[config.mk]
export PLATFORM = sky130hd
export DESIGN_NAME = rgb_blob_bbox_flat
export DESIGN_NICKNAME = d
export VERILOG_FILES = /design/src/rtl/rgb_blob_bbox_if.sv /design/src/rtl/rgb_blob_bbox.sv /design/src/flat_wrapper.sv
export SDC_FILE = /design/constraint.sdc
export NUM_CORES = 1
export LEC_CHECK = 0
export CAP_MARGIN = 10
export CORE_UTILIZATION = 51
export CTS_CLUSTER_SIZE = 25
export DETAILED_ROUTE_END_ITERATION = 6
export PLACE_DENSITY = 0.77
export RECOVER_POWER = 100
export SETUP_SLACK_MARGIN = 0.05
export SLEW_MARGIN = 20
export SYNTH_ARGS = -nofsm -noshare
export SYNTH_HDL_FRONTEND = slang
export SYNTH_SLANG_ARGS = --single-unit
[constraint.sdc]
create_clock -name iCLK -period 3.1 [get_ports iCLK]
set_input_delay 0.465 -clock iCLK [delete_from_list [all_inputs] [get_ports iCLK]]
set_output_delay 0.465 -clock iCLK [all_outputs]
set_load 0.01 [all_outputs]
[src/rtl/rgb_blob_bbox_if.sv]
// Pixel-stream and result bundle for rgb_blob_bbox.
// The source drives the master side and the blob block sits on the slave side.
// Handshake: iDval qualifies one pixel per cycle and there is no ready, so the sink always accepts.
// oBinDval likewise qualifies oBin, and oDone marks a cycle in which the result fields change.
interface rgb_blob_bbox_if #(
   parameter int DW = 12,
   parameter int CW = 16
);
   logic [DW-1:0]   iRed;
   logic [DW-1:0]   iGreen;
   logic [DW-1:0]   iBlue;
   logic            iDval;
   logic            iSOF;
   logic [DW-1:0]   iThreshold;
   logic            oBin;
   logic            oBinDval;
   logic [CW-1:0]   oX_Min;
   logic [CW-1:0]   oX_Max;
   logic [CW-1:0]   oY_Min;
   logic [CW-1:0]   oY_Max;
   logic [2*CW-1:0] oCount;
   logic            oBoxValid;
   logic            oDone;

   modport master (
      output iRed, iGreen, iBlue, iDval, iSOF, iThreshold,
      input  oBin, oBinDval, oX_Min, oX_Max, oY_Min, oY_Max, oCount, oBoxValid, oDone
   );

   modport slave (
      input  iRed, iGreen, iBlue, iDval, iSOF, iThreshold,
      output oBin, oBinDval, oX_Min, oX_Max, oY_Min, oY_Max, oCount, oBoxValid, oDone
   );
endinterface

[src/rtl/rgb_blob_bbox.sv]
// Luma threshold mask plus per-frame bounding box and bright-pixel count.
// There are two pipeline stages: luma and coordinates, then compare and accumulate.
module rgb_blob_bbox #(
   parameter int IMG_W = 640,
   parameter int IMG_H = 480,
   parameter int DW    = 12,
   parameter int CW    = 16
) (
   input logic          iCLK,
   input logic          iRST,
   rgb_blob_bbox_if.slave bus
);
   localparam logic [CW-1:0]   X_LAST  = CW'(IMG_W - 1);
   localparam logic [CW-1:0]   Y_LAST  = CW'(IMG_H - 1);
   localparam logic [CW-1:0]   C_ONE   = CW'(1);
   localparam logic [2*CW-1:0] CNT_ONE = (2*CW)'(1);

   logic [CW-1:0]   xCnt, yCnt, curX, curY;
   logic            lastPix;
   logic [DW+1:0]   lumaSum;

   logic            s1Valid, s1Last;
   logic [DW-1:0]   s1Luma, s1Thr;
   logic [CW-1:0]   s1X, s1Y;

   logic [CW-1:0]   accXMin, accXMax, accYMin, accYMax;
   logic [2*CW-1:0] accCount;
   logic [CW-1:0]   nxtXMin, nxtXMax, nxtYMin, nxtYMax;
   logic [2*CW-1:0] nxtCount;
   logic            hit, closeFrame;

   // A pixel arriving together with iSOF is already (0,0) of the new frame.
   always_comb begin
      curX    = bus.iSOF ? '0 : xCnt;
      curY    = bus.iSOF ? '0 : yCnt;
      lastPix = bus.iDval && (curX == X_LAST) && (curY == Y_LAST);
      lumaSum = {2'b00, bus.iRed} + {1'b0, bus.iGreen, 1'b0} + {2'b00, bus.iBlue};
   end

   always_ff @(posedge iCLK) begin
      if (iRST) begin
         xCnt <= '0;
         yCnt <= '0;
      end else if (bus.iDval) begin
         if (lastPix) begin
            xCnt <= '0;
            yCnt <= '0;
         end else if (curX == X_LAST) begin
            xCnt <= '0;
            yCnt <= curY + C_ONE;
         end else begin
            xCnt <= curX + C_ONE;
            yCnt <= curY;
         end
      end else if (bus.iSOF) begin
         xCnt <= '0;
         yCnt <= '0;
      end
   end

   always_ff @(posedge iCLK) begin
      if (iRST) begin
         s1Valid <= 1'b0;
         s1Last  <= 1'b0;
         s1Luma  <= '0;
         s1Thr   <= '0;
         s1X     <= '0;
         s1Y     <= '0;
      end else begin
         s1Valid <= bus.iDval;
         s1Last  <= lastPix;
         s1Luma  <= lumaSum[DW+1:2];
         s1Thr   <= bus.iThreshold;
         s1X     <= curX;
         s1Y     <= curY;
      end
   end

   // A stage-1 pixel still belonging to the old frame is dropped when iSOF arrives.
   always_comb begin
      hit        = s1Valid && (s1Luma > s1Thr);
      closeFrame = s1Valid && s1Last && !bus.iSOF;
      nxtXMin    = (hit && (s1X < accXMin)) ? s1X : accXMin;
      nxtXMax    = (hit && (s1X > accXMax)) ? s1X : accXMax;
      nxtYMin    = (hit && (s1Y < accYMin)) ? s1Y : accYMin;
      nxtYMax    = (hit && (s1Y > accYMax)) ? s1Y : accYMax;
      nxtCount   = (hit && (accCount != '1)) ? accCount + CNT_ONE : accCount;
   end

   always_ff @(posedge iCLK) begin
      if (iRST) begin
         bus.oBin      <= 1'b0;
         bus.oBinDval  <= 1'b0;
         bus.oDone     <= 1'b0;
         bus.oX_Min    <= '0;
         bus.oX_Max    <= '0;
         bus.oY_Min    <= '0;
         bus.oY_Max    <= '0;
         bus.oCount    <= '0;
         bus.oBoxValid <= 1'b0;
         accXMin       <= '1;
         accXMax       <= '0;
         accYMin       <= '1;
         accYMax       <= '0;
         accCount      <= '0;
      end else begin
         bus.oBin     <= hit;
         bus.oBinDval <= s1Valid;
         bus.oDone    <= closeFrame;
         if (bus.iSOF || closeFrame) begin
            accXMin  <= '1;
            accXMax  <= '0;
            accYMin  <= '1;
            accYMax  <= '0;
            accCount <= '0;
         end else begin
            accXMin  <= nxtXMin;
            accXMax  <= nxtXMax;
            accYMin  <= nxtYMin;
            accYMax  <= nxtYMax;
            accCount <= nxtCount;
         end
         // An empty frame publishes an all-zero box rather than the empty-state sentinels.
         if (closeFrame) begin
            bus.oX_Min    <= (nxtCount == '0) ? '0 : nxtXMin;
            bus.oX_Max    <= (nxtCount == '0) ? '0 : nxtXMax;
            bus.oY_Min    <= (nxtCount == '0) ? '0 : nxtYMin;
            bus.oY_Max    <= (nxtCount == '0) ? '0 : nxtYMax;
            bus.oCount    <= nxtCount;
            bus.oBoxValid <= (nxtCount != '0);
         end
      end
   end
endmodule

[src/flat_wrapper.sv]
// flat-port wrapper written by rule: the top's interface ports become plain ports
module rgb_blob_bbox_flat 
#(
   parameter int IMG_W = 640,
   parameter int IMG_H = 480,
   parameter int DW    = 12,
   parameter int CW    = 16
)
  (iCLK, iRST, bus_iRed, bus_iGreen, bus_iBlue, bus_iDval, bus_iSOF, bus_iThreshold, bus_oBin, bus_oBinDval, bus_oX_Min, bus_oX_Max, bus_oY_Min, bus_oY_Max, bus_oCount, bus_oBoxValid, bus_oDone);
  rgb_blob_bbox_if #(.DW(DW), .CW(CW)) bus_i ();
  input logic iCLK;
  input logic iRST;
  input wire logic [$bits(bus_i.iRed)-1:0] bus_iRed;
  input wire logic [$bits(bus_i.iGreen)-1:0] bus_iGreen;
  input wire logic [$bits(bus_i.iBlue)-1:0] bus_iBlue;
  input wire logic [$bits(bus_i.iDval)-1:0] bus_iDval;
  input wire logic [$bits(bus_i.iSOF)-1:0] bus_iSOF;
  input wire logic [$bits(bus_i.iThreshold)-1:0] bus_iThreshold;
  output wire logic [$bits(bus_i.oBin)-1:0] bus_oBin;
  output wire logic [$bits(bus_i.oBinDval)-1:0] bus_oBinDval;
  output wire logic [$bits(bus_i.oX_Min)-1:0] bus_oX_Min;
  output wire logic [$bits(bus_i.oX_Max)-1:0] bus_oX_Max;
  output wire logic [$bits(bus_i.oY_Min)-1:0] bus_oY_Min;
  output wire logic [$bits(bus_i.oY_Max)-1:0] bus_oY_Max;
  output wire logic [$bits(bus_i.oCount)-1:0] bus_oCount;
  output wire logic [$bits(bus_i.oBoxValid)-1:0] bus_oBoxValid;
  output wire logic [$bits(bus_i.oDone)-1:0] bus_oDone;
  assign bus_i.iRed = bus_iRed;
  assign bus_i.iGreen = bus_iGreen;
  assign bus_i.iBlue = bus_iBlue;
  assign bus_i.iDval = bus_iDval;
  assign bus_i.iSOF = bus_iSOF;
  assign bus_i.iThreshold = bus_iThreshold;
  assign bus_oBin = bus_i.oBin;
  assign bus_oBinDval = bus_i.oBinDval;
  assign bus_oX_Min = bus_i.oX_Min;
  assign bus_oX_Max = bus_i.oX_Max;
  assign bus_oY_Min = bus_i.oY_Min;
  assign bus_oY_Max = bus_i.oY_Max;
  assign bus_oCount = bus_i.oCount;
  assign bus_oBoxValid = bus_i.oBoxValid;
  assign bus_oDone = bus_i.oDone;
  rgb_blob_bbox #(.IMG_W(IMG_W), .IMG_H(IMG_H), .DW(DW), .CW(CW)) u_core (.iCLK(iCLK), .iRST(iRST), .bus(bus_i));
endmodule
==> summary.txt, run 1 <==
Status
  • Status: finished, violations left
  • Violated checks: negative setup slack

Global routing
  • Initial antenna violation count: 2
  • First-pass GRT wire length: slightly below 50000 um
  • Vias in the first global route: 10.4k
  • Grt total ovfl: 0
  • Total GRT Usage: 0.230
  • Largest net degree at the start of global routing: just over 80

Die
  • Rows: 57
  • DIE HEIGHT: 161 um
  • Die width: 161 um
  • Boundary Pins: 152
  • Starting Density: 0.523
  • Die ar.: about 26000 sq um
  • CORE AREA: roughly 25000 sq um

Power
  • P per Cell Area: 494 nW/um^2
  • P_leak: between 7 and 8 nW
  • Combinational Power Share: 0.130
  • Clock network fraction of total power: 0.422
  • Total power draw: 8.47 mW
  • Switch Pwr: 1.99 mW
  • Cell Int Power: 6.48 mW
  • Share of total power in sequential cells: 0.448
  • Switching share of power: 0.235
  • Peak supply drop: 0.396 mV

Worst setup path
  • Kind of critical path: flip-flop to flip-flop
  • Crit-path most repeated cell: buf_12
  • CP max-delay cell: or4_4
  • Crit path buffers/inverters: 4
  • Req. time, crit path: ~3.5 ns
  • Worst-path cell chain: inv_1 -> ha_1 -> nand2_1 -> or3_4 -> a21o_4 -> nand3_4 -> a31oi_2 -> nor4_4 -> o2111ai_1 -> or4_4 -> o21ai_4 -> buf_12 -> buf_12 -> clkbuf_16 -> o21ai_1
  • Crit path DAT: 3.86 ns
  • Crit path launch type: flip-flop
  • Slowest stage delay, CP: about 0.54 ns
  • R2r setup slk: -0.33 ns
  • Critical path capture point: u_core.bus.oY_Max[10]
  • R2r worst-path depth: 15
  • Stages on worst setup path: 15
  • Worst reg2reg startpoint: u_core.s1Thr[6]
  • Setup crit start: u_core.s1Thr[6]
  • Reg2reg end: u_core.bus.oY_Max[10]
  • CP endpoint kind: flip-flop
  • Delay-heaviest family, CP: simple AND/OR/NAND/NOR gates
  • Worst-path fanout max: 6

Route
  • Pre-antenna DRT Iters: 4
  • Final wirelength: 30600 um
  • Routed vias/inst: 5.24
  • WL per Instance: 15.2 um
  • DRT iter0 DRCs: 635
  • Vias: 10.6k
  • Detail Route Antenna Nets: 0
  • DRC: 0

Clock network
  • CTS tree: built
  • Worst-Skew Late Latency: 0.54 ns
  • Clk root buf: clkbuf_16
  • Clock Sinks: 286
  • Max Root-Sink Buffers: 3
  • Clk pin slew, worst setup/hold paths: about 0.06 ns
  • Cts bufs inserted: 29
  • # H-tree levels: 1

Synthesis
  • Post-Syn Area per Cell: 9.03 sq um
  • Flops & latches, synth: roughly 290
  • Yosys cell types: 65
  • Sequential area share after synthesis: 0.446
  • Dominant synthesized flop cell: dfxtp_1
  • Post-synth net total: 1574
  • Synth Cell Area: 12800 sq um
  • Number of flops mapped to enable cells by yosys: 0
  • Synthesis Warnings: 0
  • Ys async rst share: 0
  • Syn Inst Count: between 1k and 1.5k

Timing
  • Min Hold Slack: 0.441 ns
  • Worst Setup Slack, final: -0.333 ns
  • Headroom to the max-slew limit: 0.234
  • RSZ-0062 raised after global routing: true
  • Final hold viol count: 0
  • Final Skew: 0.0205 ns
  • Slew Viols, Final: 0
  • Fmax: between 0.2 and 0.3 GHz
  • Final setup viols: 70
  • Min Tclk post-route: roughly 3.4 ns
  • Worst Max-Slew Pin Slew: approximately 1.1 ns
  • Crit share post-route: 1.11

Min path
  • Worst min-delay path class: flip-flop to flip-flop

Placed design
  • PortBufs: 151
  • Post-Place Cell Area: 15400 sq um
  • DPL Wire Length: 21300 um
  • RD Place Congestion: 0.919

Final layout
  • Util after Layout: 0.699
  • Layout area overhead: 33.5%
  • # nets final: between 1.5k and 2k
  • Fraction of layout cells with a size suffix above 1: 0.160
  • Fin area: 17100 sq um

Job
  • Max-cap viol count: 0
metal layers:
metal	routed length, um	vias up	track usage	share of wire
li1	-	5297	-	-
met1	13500	4946	0.294	0.44
met2	14700	274	0.399	0.48
met3	1650	55	0.0343	0.054
met4	685	2	0.0723	0.022
met5	10	-	0	0.00033
tightest hold or removal path: stages (launching register included):
cell and delay, ns:
dfxtp_1 0.31, nand2_1 0.05, o21ai_1 0.05
area by class of cell:
type                       count  area, sq um
inverter                      90          338
antenna                        1         2.50
timing repair buffer         280         2690
fill                        1839         7390
multi-input combinational    987         7000
clock buffer                  38          810
tap                          324          405
sequential                   286         5730
clock inverter                11          169
placed cells by master (no fill, tap or decap), drive strengths merged, types with 8 or more instances in the layout:
cell type,n
dlygate4sd3,103
clkdlybuf4s50,48
nand3,30
o21ai,123
nand2,170
ha,88
inv,93
o21a,8
xor2,27
and3,15
fa,12
a21o,17
xnor2,41
nand4,31
nor4,8
and2,34
a21oi,29
nor2b,34
nor3,24
nand2b,13
buf,123
mux2i,64
dfxtp,286
nor2,152
clkbuf,44
worst min path at each step:
stage,from,cells after the start,slack [ns],to
after floorplan,u_core.yCnt[0],1,0.42,u_core.s1Y[0]
after global placement,u_core.bus.oY_Min[4],2,0.44,u_core.bus.oY_Min[4]
after detailed placement,u_core.bus.oX_Min[14],2,0.44,u_core.bus.oX_Min[14]
after CTS,u_core.bus.oY_Max[2],2,0.45,u_core.bus.oY_Max[2]
after global routing,u_core.bus.oY_Min[10],2,0.46,u_core.bus.oY_Min[10]
final,u_core.bus.oY_Max[9],2,0.44,u_core.bus.oY_Max[9]
repair_timing:
| action | in CTS | in global routing |
|---|---|---|
| resized for setup | 40 | 59 |
| cloned | 3 | 2 |
| hold buffers | 0 | 0 |
| pin swaps | 19 | 5 |
| setup buffers | 13 | 4 |
| endpoints found under the setup margin | 68 | 101 |
power groups by stage:
stage | clock (mW) | combinational [mW] | sequential, mW
detailed placement | 0 | 0.875 | 3.86
global placement | 0 | 0.847 | 3.86
global route | 3.81 | 1.21 | 3.80
floorplan | 0 | 0.550 | 3.85
CTS | 3.64 | 0.976 | 3.79
finish | 3.57 | 1.10 | 3.80
logic make-up after synthesis:
| family | Yosys count | synth area share |
|---|---|---|
| adders and majority gates | 100 | 0.104 |
| and+or+nand+nor | 542 | 0.203 |
| buffers and inverters | 149 | 0.0484 |
| xor gates and xnor gates | 68 | 0.0464 |
| DFF | 286 | 0.446 |
| AOI/OAI and AO/OA | 212 | 0.101 |
| muxes | 65 | 0.0508 |
state kept, by name, summed over array words and instances, names as in the netlist, 12 cells and up:
signal             count
u_core.bus.oY_Min     16
u_core.xCnt           16
u_core.bus.oX_Max     16
u_core.s1Thr          12
u_core.accXMax        16
u_core.s1Luma         12
u_core.yCnt           16
u_core.bus.oX_Min     16
u_core.accYMin        16
u_core.bus.oCount     32
u_core.s1X            16
u_core.accYMax        16
u_core.bus.oY_Max     16
u_core.s1Y            16
u_core.accXMin        16
u_core.accCount       32
synth_stat cells (13+ instances only):
library cell    n  share of area
dfxtp_1       286           0.45
o21ai_0       110          0.043
nand2b_1       13         0.0063
and3_1         13         0.0063
ha_1           88          0.086
and2_1         34          0.017
nand2_1       170          0.050
nor3_1         24         0.0094
nor2b_1        34          0.017
inv_1          90          0.026
xnor2_1        41          0.028
nand4_1        30          0.015
nand3_1        30          0.012
a21o_1         17         0.0099
mux2i_1        64          0.050
nor2_1        151          0.044
clkbuf_1       43          0.013
a21oi_1        29          0.011
xor2_1         27          0.018
per-stage QoR:
stage	setup TNS [ns]	worst slack, ns	std cells
finish	-17.09	-0.333	2017
global route	-27.93	-0.462	2016
CTS	-12.58	-0.240	2010
detailed placement	-26.68	-0.532	1945
global placement	-23.12	-0.477	1945
floorplan	-3.05	-0.0744	1422
Power figures use the tool's default switching activity.
==> run 2: changes to the inputs <==
- RECOVER_POWER: 100 -> 50
==> summary.txt, run 2 (same netlist as run 1, synthesis figures left out) <==
Placed design
  • DPL Wire Length: roughly 21000 um
  • RD Place Congestion: between 0.9 and 1
  • Pre-CTS setup slack: -0.532 ns
  • Post-Place Cell Area: ~15000 sq um
  • Dpl cells: around 1.9k
  • PortBufs: 151

Power
  • Total power draw: 8.48 mW
  • Combinational Power Share: 0.130
  • P_leak: around 7.6 nW
  • Cell Int Power: 6.48 mW
  • Switching share of power: 0.235
  • Share of total power in sequential cells: 0.448
  • P per Cell Area: 494 nW/um^2
  • Clock network fraction of total power: 0.422
  • Switch Pwr: roughly 2 mW
  • Peak supply drop: 0.395 mV

Global routing
  • Initial antenna violation count: 2
  • Total GRT Usage: 0.230
  • First-pass GRT wire length: 49300 um
  • Grt total ovfl: 0
  • Largest net degree at the start of global routing: 83
  • Vias in the first global route: approximately 10k

Final layout
  • # nets final: 1826
  • Fin cells: a little over 2k
  • Fin area: 17100 sq um
  • Fraction of layout cells with a size suffix above 1: 0.161
  • Util after Layout: 0.699
  • FILL cells: 1837
  • Layout area overhead: 33.5%
  • Biggest regs: u_core.accCount (32), u_core.bus.oCount (32)
  • Most frequent cells in the layout: 283 x dfxtp_1, 169 x nand2_1, 149 x nor2_1, 110 x buf_4, 102 x dlygate4sd3_1
  • Commonest non-fill, non-tap cell in the layout: dfxtp_1

Die
  • Rows: 57
  • Die ar.: between 20000 and 30000 sq um
  • Die width: 161 um
  • Boundary Pins: 152
  • CORE AREA: 24500 sq um
  • Starting Density: 0.523
  • DIE HEIGHT: 161 um

Job
  • Max-cap viol count: 0

Timing
  • Crit share post-route: 1.11
  • Min Tclk post-route: around 3.4 ns
  • Headroom to the max-slew limit: 0.224
  • Setup TNS: -16.52 ns
  • Slew Viols, Final: 0
  • Final setup viols: 68
  • Final hold viol count: 0
  • Fmax: 0.292 GHz
  • Final Skew: 0.0254 ns
  • Min Hold Slack: ~0.44 ns
  • Worst Max-Slew Pin Slew: 1.16 ns
  • RSZ-0062 raised after global routing: true
  • Worst Setup Slack, final: -0.330 ns

Route
  • Detail Route Antenna Nets: 0
  • DRC: 0
  • Routed vias/inst: between 5 and 6
  • WL per Instance: 15.2 um
  • Vias: 10.6k
  • DRT iter0 DRCs: 633
  • Pre-antenna DRT Iters: 4
  • Final wirelength: 30600 um

Worst setup path
  • Stages on worst setup path: 15
  • CP max-delay cell: or4_4
  • CP endpoint kind: flip-flop
  • Worst-path cell chain: inv_1 -> ha_1 -> nand2_1 -> or3_4 -> a21o_4 -> nand3_4 -> a31oi_2 -> nor4_4 -> o2111ai_1 -> or4_4 -> o21ai_4 -> buf_12 -> buf_12 -> clkbuf_16 -> o21ai_1
  • Worst-path fanout max: 6
  • Slowest stage delay, CP: ~0.53 ns
  • Kind of critical path: flip-flop to flip-flop
  • Crit path DAT: just under 4 ns
  • Delay-heaviest family, CP: simple AND/OR/NAND/NOR gates
  • R2r worst-path depth: 15
  • Crit path launch type: flip-flop
  • Crit-path most repeated cell: buf_12
  • Req. time, crit path: 3.53 ns
  • Crit path buffers/inverters: 4

Status
  • Violated checks: negative setup slack
  • Status: finished, violations left

Clock network
  • Hold_buf cts: 0
  • Clk root buf: clkbuf_16
  • Max Root-Sink Buffers: 3
  • # H-tree levels: 1
  • Clk pin slew, worst setup/hold paths: 0.06 ns
  • Worst-Skew Late Latency: 0.55 ns
  • Clock Sinks: ~290
  • Cts bufs inserted: 29
  • CTS tree: built

Min path
  • WHS Path Cells: 2
  • Worst min-delay path class: flip-flop to flip-flop
## run 2: power groups by stage
stage	registers (mW)	logic [mW]	clock network (mW)
final	3.80	1.10	3.58
after global placement	3.86	0.847	0
after floorplan	3.85	0.550	0
after detailed placement	3.86	0.875	0
after global routing	3.80	1.21	3.81
after CTS	3.79	0.976	3.64
## run 2: final timing paths
| kind | start | end | slack (ns) |
|---|---|---|---|
| setup reg to reg | u_core.s1Thr[6] | u_core.bus.oY_Min[11] | -0.33 |
| setup / recovery | u_core.s1Thr[6] | u_core.bus.oY_Min[11] | -0.33 |
| hold / removal | u_core.bus.oY_Max[9] | u_core.bus.oY_Max[9] | 0.44 |
| hold reg to reg | u_core.bus.oY_Max[9] | u_core.bus.oY_Max[9] | 0.44 |
## run 2: layer usage
| layer | vias up | track usage | share of wire |
|---|---|---|---|
| met5 | - | 0 | 0.00033 |
| met4 | 2 | 0.0723 | 0.023 |
| met3 | 58 | 0.0343 | 0.047 |
| met2 | 250 | 0.399 | 0.48 |
| met1 | 4969 | 0.294 | 0.45 |
| li1 | 5294 | - | - |
## run 2: area by class of cell
type,instances,area [sq um],area share
diodes,1,2.50,0.000146
well taps,324,405,0.0236
clock inverters,11,169,0.00985
multi-input cells,987,7000,0.408
repair buffers,280,2690,0.157
clock buffers,38,810,0.0472
flip-flops and latches,286,5730,0.334
inverters,90,338,0.0197
## run 2: worst register-to-register path, delay by kind of cell, from the launching register on
kind	cells	cell delay (ns)
AO/OA/AOI/OAI	5	0.81
adder cells (fa/ha/maj)	1	0.26
flip-flops	1	0.32
buffers and inverters	4	0.46
AND/OR/NAND/NOR	5	1.48
## run 2: repair_timing
item	in CTS	in global routing
gates resized for setup	40	59
pin swaps	19	5
setup buffers	13	4
endpoints found under the setup margin	68	101
hold endpoints to repair	0	0
gates cloned	3	2
==> run 3: changes to the inputs <==
- CORE_ASPECT_RATIO: default -> 1.5
- RECOVER_POWER: 50 -> default
- REMOVE_ABC_BUFFERS: default -> 1
==> summary.txt, run 3 (same netlist as run 1, synthesis figures left out) <==
Worst setup path
  • Req. time, crit path: ~3.5 ns
  • R2r setup slk: -0.42 ns
  • CP endpoint kind: flip-flop
  • Kind of critical path: flip-flop to flip-flop
  • Reg2reg end: u_core.bus.oX_Max[2]
  • Worst reg2reg startpoint: u_core.s1Thr[11]
  • Worst-path fanout max: 8
  • Delay-heaviest family, CP: compound AO/OA/AOI/OAI gates
  • Crit path DAT: slightly below 4 ns
  • R2r worst-path depth: 15
  • Worst-path cell chain: inv_2 -> ha_4 -> nand4_1 -> or3_4 -> o21ai_4 -> a31oi_4 -> buf_6 -> a211o_1 -> a211oi_2 -> o2111ai_2 -> or4_4 -> o21ai_4 -> buf_8 -> buf_12 -> o21ai_2
  • Crit path launch type: flip-flop
  • Slowest stage delay, CP: 0.56 ns
  • CP max-delay cell: or4_4
  • Crit-path most repeated cell: o21ai_4
  • Crit path buffers/inverters: 4

Power
  • Peak supply drop: 0.520 mV
  • P per Cell Area: a little under 500 nW/um^2
  • Total power draw: 8.28 mW
  • P_leak: 7.34 nW

Clock network
  • CTS tree: built
  • # H-tree levels: 1
  • Worst-Skew Late Latency: 0.54 ns
  • Clk pin slew, worst setup/hold paths: around 0.06 ns
  • Cts bufs inserted: 27
  • Clk root buf: clkbuf_16
  • Max Root-Sink Buffers: 3
  • Clock Sinks: 286

Die
  • DIE HEIGHT: between 150 and 200 um
  • Starting Density: 0.524
  • CORE AREA: 24500 sq um
  • Die width: approximately 130 um
  • Boundary Pins: 152
  • Rows: 70
  • Die ar.: 25800 sq um

Final layout
  • Layout area overhead: 32.5%
  • Most frequent cells in the layout: 282 x dfxtp_1, 169 x nand2_1, 151 x clkdlybuf4s50_1, 149 x nor2_1, 115 x buf_4
  • Area of the multi-input gates: 6890 sq um
  • Biggest regs: u_core.accCount (32), u_core.bus.oCount (32)
  • FF+latch area: 5730 sq um
  • Util after Layout: 0.694
  • # nets final: 1826
  • Fin cells: 2019
  • Fraction of layout cells with a size suffix above 1: 0.174
  • Fin area: 17000 sq um
  • FILL cells: 1893
  • Commonest non-fill, non-tap cell in the layout: dfxtp_1

Timing
  • Worst Max-Slew Pin Slew: 0.727 ns
  • Headroom to the max-slew limit: 0.514
  • Crit share post-route: 1.14
  • Fmax: roughly 0.28 GHz
  • Min Hold Slack: 0.449 ns
  • Worst Setup Slack, final: -0.424 ns
  • Min Tclk post-route: about 3.5 ns
  • Final Skew: 0.0166 ns
  • Final setup viols: 65
  • Final hold viol count: 0
  • Setup TNS: -25.38 ns
  • RSZ-0062 raised after global routing: true
  • Slew Viols, Final: 0

Route
  • Vias: 10.7k
  • Final wirelength: 31800 um
  • Pre-antenna DRT Iters: 5
  • DRT iter0 DRCs: 393
  • Detail Route Antenna Nets: 0
  • WL per Instance: 15.7 um
  • DRC: 0
  • Routed vias/inst: 5.32

Status
  • Status: finished, violations left
  • Violated checks: negative setup slack

Min path
  • Hold Path Sink: u_core.bus.oY_Max[8]
  • Hold Crit Start: u_core.bus.oY_Max[8]
  • Worst min-delay path class: flip-flop to flip-flop
  • WHS Path Cells: 2

Global routing
  • Total GRT Usage: 0.245
  • First-pass GRT wire length: 51700 um
  • Grt total ovfl: 0
  • Vias in the first global route: 10.9k
  • Largest net degree at the start of global routing: 67
  • Initial antenna violation count: 0

Placed design
  • PortBufs: approximately 150
  • Dpl cells: 1957
  • Pre-CTS setup slack: -0.532 ns
  • DPL Wire Length: 21600 um
  • Post-Place Cell Area: about 15000 sq um
  • RD Place Congestion: 0.889

Job
  • Max-cap viol count: 0
==> run 3: changes by cell type in the layout (fill, tap and decap cells not counted), moves of 5 or more <==
| cell | change |
|---|---|
| and2_0 | -19 |
| and2_1 | +20 |
| buf_4 | +5 |
| clkdlybuf4s50_1 | +102 |
| dlygate4sd3_1 | -102 |
| mux2i_1 | +13 |
| mux2i_4 | -15 |
| o21ai_1 | -36 |
| o21ai_2 | +39 |
==> run 3: layer usage <==
layer | vias to the layer above | global-route usage | share of wire
met3 | 80 | 0.0352 | 0.044
met5 | - | 0 | 0
met4 | 0 | 0.133 | 0.042
li1 | 5280 | - | -
met2 | 242 | 0.474 | 0.54
met1 | 5140 | 0.251 | 0.38
==> run 3: worst min-delay path: stages, from the launching register on <==
cell and delay [ns]:
dfxtp_1 0.31, nand2_1 0.05, o21ai_1 0.05
==> run 3: final cells by class <==
class	instances	area share
diodes	1	0.000147
clock buffers	36	0.0440
clock inverters	13	0.0119
inverters	90	0.0199
multi-input cells	987	0.405
flip-flops and latches	286	0.337
well taps	324	0.0238
repair buffers	282	0.158
==> run 3: what timing repair did <==
action,CTS,global route
pin swaps,27,38
setup endpoints to repair,73,77
setup buffers,5,2
gates cloned,5,2
gates resized for setup,57,107
hold buffers,0,0
==> run 3: worst max-delay path by stage <==
stage / startpoint / to / slack, ns / cells past startpoint
after CTS: u_core.s1Thr[11] / u_core.bus.oY_Min[2] / -0.32 / 15
final: u_core.s1Thr[11] / u_core.bus.oX_Max[2] / -0.42 / 15
after global routing: u_core.s1Thr[11] / u_core.bus.oX_Max[2] / -0.55 / 15
after global placement: u_core.s1Thr[10] / u_core.bus.oX_Max[15] / -0.46 / 14
after floorplan: u_core.accXMax[15] / u_core.bus.oX_Max[10] / -1.32 / 8
after detailed placement: u_core.s1Thr[10] / u_core.bus.oX_Max[14] / -0.53 / 14
==> run 3: report_power, final <==
| part | internal, mW | switching (mW) |
|---|---|---|
| logic | 0.471 | 0.506 |
| registers | 3.75 | 0.0418 |
| clock network | 2.12 | 1.40 |
| total | 6.34 | 1.95 |
